===== src/rtl/hazard_stall_controller.sv =====
// Load-use / HI-LO hazard stalls, branch flush and mul/div sequencing.
// Optional HAZARD_STALL_COUNT_EN adds a saturating StallCycles counter.
module hazard_stall_controller #(
    parameter int MUL_CYCLES = 4,
    parameter int DIV_CYCLES = 32
) (
    input  logic        Clk,
    input  logic        Rst_n,
    input  logic [31:0] ID_Instruction,
    input  logic        EX_MemRead,
    input  logic [4:0]  EX_RegisterRd,
    input  logic        EX_BranchTaken,
    input  logic        ID_MulDivReq,
    input  logic        ID_IsDiv,
    input  logic        ID_UsesHiLo,
    output logic        PCWrite,
    output logic        IFID_Write,
    output logic        IFID_Flush,
    output logic        IDEX_Bubble,
    output logic        MulDivStart,
    output logic        MulDivBusy
`ifdef HAZARD_STALL_COUNT_EN
    ,
    output logic [31:0] StallCycles
`endif
);

    typedef enum logic {
        S_IDLE = 1'b0,
        S_BUSY = 1'b1
    } state_t;

    localparam logic [5:0] MUL_LOAD = 6'(MUL_CYCLES - 1);
    localparam logic [5:0] DIV_LOAD = 6'(DIV_CYCLES - 1);

    state_t     r_state;
    state_t     w_state_nxt;
    logic [5:0] r_cnt;
    logic [5:0] w_cnt_nxt;
    logic       r_start;

    logic [5:0] w_op;
    logic [4:0] w_rs;
    logic [4:0] w_rt;
    logic       w_uses_rt;
    logic       w_load_use;
    logic       w_hilo_stall;
    logic       w_stall;
    logic       w_accept;
    logic       w_unused;

    assign w_op     = ID_Instruction[31:26];
    assign w_rs     = ID_Instruction[25:21];
    assign w_rt     = ID_Instruction[20:16];
    assign w_unused = ^ID_Instruction[15:0];

    // Opcodes that read Rt as a source (R-type, SPECIAL2, branches, stores)
    always_comb begin
        w_uses_rt = 1'b0;
        case (w_op)
            6'b000000, 6'b011100, 6'b000100, 6'b000101,
            6'b101011, 6'b101000, 6'b101001: w_uses_rt = 1'b1;
            default:                         w_uses_rt = 1'b0;
        endcase
    end

    assign w_load_use = EX_MemRead && (EX_RegisterRd != 5'd0) &&
                        ((EX_RegisterRd == w_rs) ||
                         (w_uses_rt && (EX_RegisterRd == w_rt)));
    assign w_hilo_stall = MulDivBusy && ID_UsesHiLo;
    assign w_stall  = (w_load_use || w_hilo_stall) && !EX_BranchTaken;
    assign w_accept = (r_state == S_IDLE) && ID_MulDivReq &&
                      !w_stall && !EX_BranchTaken;

    // State, latency counter and start pulse registers
    always_ff @(posedge Clk or negedge Rst_n) begin
        if (!Rst_n) begin
            r_state <= S_IDLE;
            r_cnt   <= 6'd0;
            r_start <= 1'b0;
        end else begin
            r_state <= w_state_nxt;
            r_cnt   <= w_cnt_nxt;
            r_start <= w_accept;
        end
    end

    // Next-state: load latency on accept, count down while busy
    always_comb begin
        w_state_nxt = r_state;
        w_cnt_nxt   = r_cnt;
        unique case (r_state)
            S_IDLE: begin
                if (w_accept) begin
                    w_state_nxt = S_BUSY;
                    w_cnt_nxt   = ID_IsDiv ? DIV_LOAD : MUL_LOAD;
                end
            end
            S_BUSY: begin
                if (r_cnt == 6'd0) begin
                    w_state_nxt = S_IDLE;
                end else begin
                    w_cnt_nxt = r_cnt - 6'd1;
                end
            end
            default: begin
                w_state_nxt = S_IDLE;
                w_cnt_nxt   = 6'd0;
            end
        endcase
    end

    // Pipeline controls: reset, then branch flush, then stall, else run
    always_comb begin
        PCWrite     = 1'b1;
        IFID_Write  = 1'b1;
        IFID_Flush  = 1'b0;
        IDEX_Bubble = 1'b0;
        unique case (1'b1)
            !Rst_n: begin
                PCWrite     = 1'b0;
                IFID_Write  = 1'b0;
                IDEX_Bubble = 1'b1;
            end
            EX_BranchTaken: begin
                IFID_Flush  = 1'b1;
                IDEX_Bubble = 1'b1;
            end
            w_stall: begin
                PCWrite     = 1'b0;
                IFID_Write  = 1'b0;
                IDEX_Bubble = 1'b1;
            end
            default: begin
                PCWrite = 1'b1;
            end
        endcase
    end

    assign MulDivBusy  = (r_state == S_BUSY);
    assign MulDivStart = r_start;

`ifdef HAZARD_STALL_COUNT_EN
    logic [31:0] r_stall_cnt;

    // Saturating count of stalled cycles
    always_ff @(posedge Clk or negedge Rst_n) begin
        if (!Rst_n) begin
            r_stall_cnt <= 32'd0;
        end else if (w_stall && (r_stall_cnt != 32'hFFFF_FFFF)) begin
            r_stall_cnt <= r_stall_cnt + 32'd1;
        end
    end

    assign StallCycles = r_stall_cnt;
`endif

endmodule


===== config.mk =====
export PLATFORM = sky130hd
export DESIGN_NAME = hazard_stall_controller
export DESIGN_NICKNAME = d
export VERILOG_FILES = /design/src/rtl/hazard_stall_controller.sv
export SDC_FILE = /design/constraint.sdc
export NUM_CORES = 1
export LEC_CHECK = 0
export ABC_CLOCK_PERIOD_IN_PS = 9200
export CORE_AREA = 2 2 39 41
export CTS_BUF_LIST = sky130_fd_sc_hd__clkbuf_8
export DETAILED_ROUTE_END_ITERATION = 10
export DIE_AREA = 0 0 41 43
export DONT_BUFFER_PORTS = 1
export PLACE_DENSITY = 0.66
export SYNTH_ARGS = -nofsm -noshare
export SYNTH_HDL_FRONTEND = slang
export SYNTH_SLANG_ARGS = --single-unit

===== constraint.sdc =====
create_clock -name Clk -period 9.2 [get_ports Clk]
set_clock_uncertainty 0.15 [all_clocks]
set_input_delay 2.76 -clock Clk [delete_from_list [all_inputs] [get_ports Clk]]
set_output_delay 2.76 -clock Clk [all_outputs]
set_load 0.02 [all_outputs]

==> flow_summary.toml <==
[drt]
wl_met1_microns = 499
drt-total-wl_microns = 1255
first_iter_violations = 8
vias = 518
drc = 0
dr.max_layer_used = "met4"
wl_met3_microns = 78
via_per_inst = 5.954
wl_met2_microns = 634
wl_per_cell_microns = 14.43
ant_nets = 0
dr.pass1.iters = 2

[sta]
period_share_pct = 78.97
setup_viol = 0
fin_crit_ns = 7.265
hold_viol_final = 0
slew_viol_final = 0
fin_hold_ws_ns = 0.3578
rsz0062_at_grt = "false"
max_freq_ghz = 0.1376
setup_tns_ns = 0
slew_headroom_pct = 65.95
tightest_slew_ns = 0.5064

[global_routing]
antenna_found_initial = 0
grt_pass1_vias = 500
grt_pass1_wl_microns = 1952
overflow = 0
grt.total_usage_pct = 16.83
grt_max_degree = 12

[floorplanning]
die_w_microns = 41
die_area_sq_um = 1763
boundaryPins = 50
rows = 14
core_sq_um = 1384
start_util_pct = 47.29
die_y_microns = 43

[finish]
nets = 118
multiInputGateArea_sq_um = 412.9
syn2layout_area_growth_pct = 5.927
antenna_cells = 0
fillCellCount = 134
drive_above_1_share_pct = 12.68
regArea_sq_um = 200.2

[logic_synthesis]
syn-cell-area_sq_um = 654.4
yosys-top-cells-count = "xnor2_1 (9), dfrtp_1 (8), inv_1 (5), nor2_1 (4), nor3_1 (4)"
synth_cell_types = 32
ys_seq_elements = 8
synthCells = 71
syn-num-nets = 116
avgSynthCellArea_sq_um = 9.217
synth_area_leaders = "dfrtp_1 (31%), xnor2_1 (12%), xor2_1 (4.0%), buf_4 (3.4%), nand3b_1 (3.4%)"
yosysWarnings = 0
yosysMostFrequentCell = "xnor2_1"
ys_seq_area_share_pct = 30.59
synth_flop_cell = "dfrtp_1"
yosysTopAreaCell = "dfrtp_1"
synth-edff-count = 0
netlist.area_leader.share_pct = 30.59
async_reset_ff_share_pct = 100.0

[critical_path]
cp_max_fo = 3
required_ns = 6.29
setup.worst_path.end_class = "primary output"
crit_chain = "or4_1, o21ai_2, nor4_2, a221oi_1, o21a_1"
slowest_stage = "or4_1"
path_class = "in2out"
arrival_ns = 4.35
critical-path-top-delay-family = "compound AO/OA/AOI/OAI gates"
critPathMaxStageDelay_ns = 0.53
crit_path_start_kind = "input pin"
path_buf_inv = 0

[clock_tree]
root_buffer = "clkbuf_8"
cts_tree = "built"
clock_path_buffers = 2
cts_hold_buf = 0
cts_setup_buffers = 0
cts-resized-gates = 0
worstSkewPairLatency_ns = 0.23
cts_htree_levels = 1
cts_sinks = 8
clk_pin_slew_ns = 0.04
numCtsBuffers = 3

[status]
status = "finished clean"

[hold_path]
hp-class = "reg2reg"

[job]
max_cap_violations = 0

[power_and_ir_drop]
p_leak_nw = 0.2593
irDropWorstVdd_mv = 0.07526
total_power_mw = 0.1764
p_per_area_nw_per_um2 = 254.5

[placed_design]
finalWeightedCongestion = 0.6481
io_buffers = 0
place.detailed.hpwl_microns = 1009
[per-layer routing]
layer / vias to the layer above / global-route usage [%]
li1: 260 / -
met1: 230 / 19.54
met2: 24 / 25.00
met3: 4 / 1.571
met4: 0 / 16.00
met5: - / 0
[report_power, final]
part | switching (mW) | total, mW | internal (mW) | leakage [nW]
clock network | 0.0138 | 0.0421 | 0.0284 | 0.0216
registers | 0.0196 | 0.0705 | 0.0508 | 0.0952
logic | 0.0294 | 0.0638 | 0.0344 | 0.143
total | 0.0628 | 0.176 | 0.114 | 0.259
[worst paths after layout]
| path | start | depth (start not counted) | slack (ns) | endpoint |
|---|---|---|---|---|
| worst min register to register | r_cnt[0] | 1 | 0.36 | r_cnt[0] |
| worst min-delay path | r_cnt[0] | 1 | 0.36 | r_cnt[0] |
| min in group asynchronous | Rst_n | 0 | 2.08 | r_cnt[1] |
| max in group asynchronous | Rst_n | 0 | 6.75 | MulDivStart |
| worst max-delay path | EX_RegisterRd[1] | 5 | 1.94 | PCWrite |
| worst max register to register | r_cnt[0] | 7 | 7.31 | r_cnt[3] |
[area by class of cell]
class | count | share of cell area, %
multi-input cells | 55 | 59.57
flip-flops and latches | 8 | 28.88
inverters | 5 | 2.708
well taps | 16 | 2.888
clock buffers | 3 | 5.957
[kinds of logic (layout without fill, tap and decap cells)]
family / after synthesis / after routing / synth area share [%]
compound gates: 16 / 16 / 19.50
mux: 1 / 1 / 2.294
xor+xnor: 12 / 12 / 16.06
flops: 8 / 8 / 30.59
fa+ha+maj: 1 / 1 / 1.912
buf+inv: 8 / 8 / 6.310
simple gates: 25 / 25 / 23.33
[through the flow]
step,instances,cell area (sq um),utilization (%),worst slack [ns]
detailed placement,84,651.9,47.11,1.918
global placement,84,651.9,47.11,1.966
finish,87,693.2,50.09,1.935
floorplan,71,654.4,-,1.976
CTS,87,693.2,50.09,1.915
global route,87,693.2,50.09,1.817
[state kept, by name, indices dropped and copies added (netlist names)]
register     count
MulDivStart      1
MulDivBusy       1
r_cnt            6
[cells in the final DEF (no fill, tap or decap), drive strengths merged, types with 2 or more instances in the layout]
master / synthesis / routed
a21oi: 3 / 3
a31oi: 2 / 2
clkbuf: 0 / 3
dfrtp: 8 / 8
inv: 5 / 5
nand2: 3 / 3
nand3: 2 / 2
nand3b: 3 / 3
nor2: 5 / 5
nor3: 4 / 4
nor3b: 3 / 3
o21ai: 2 / 2
o31ai: 2 / 2
xnor2: 9 / 9
xor2: 3 / 3
Note: power is estimated with default switching activity, not from simulation.
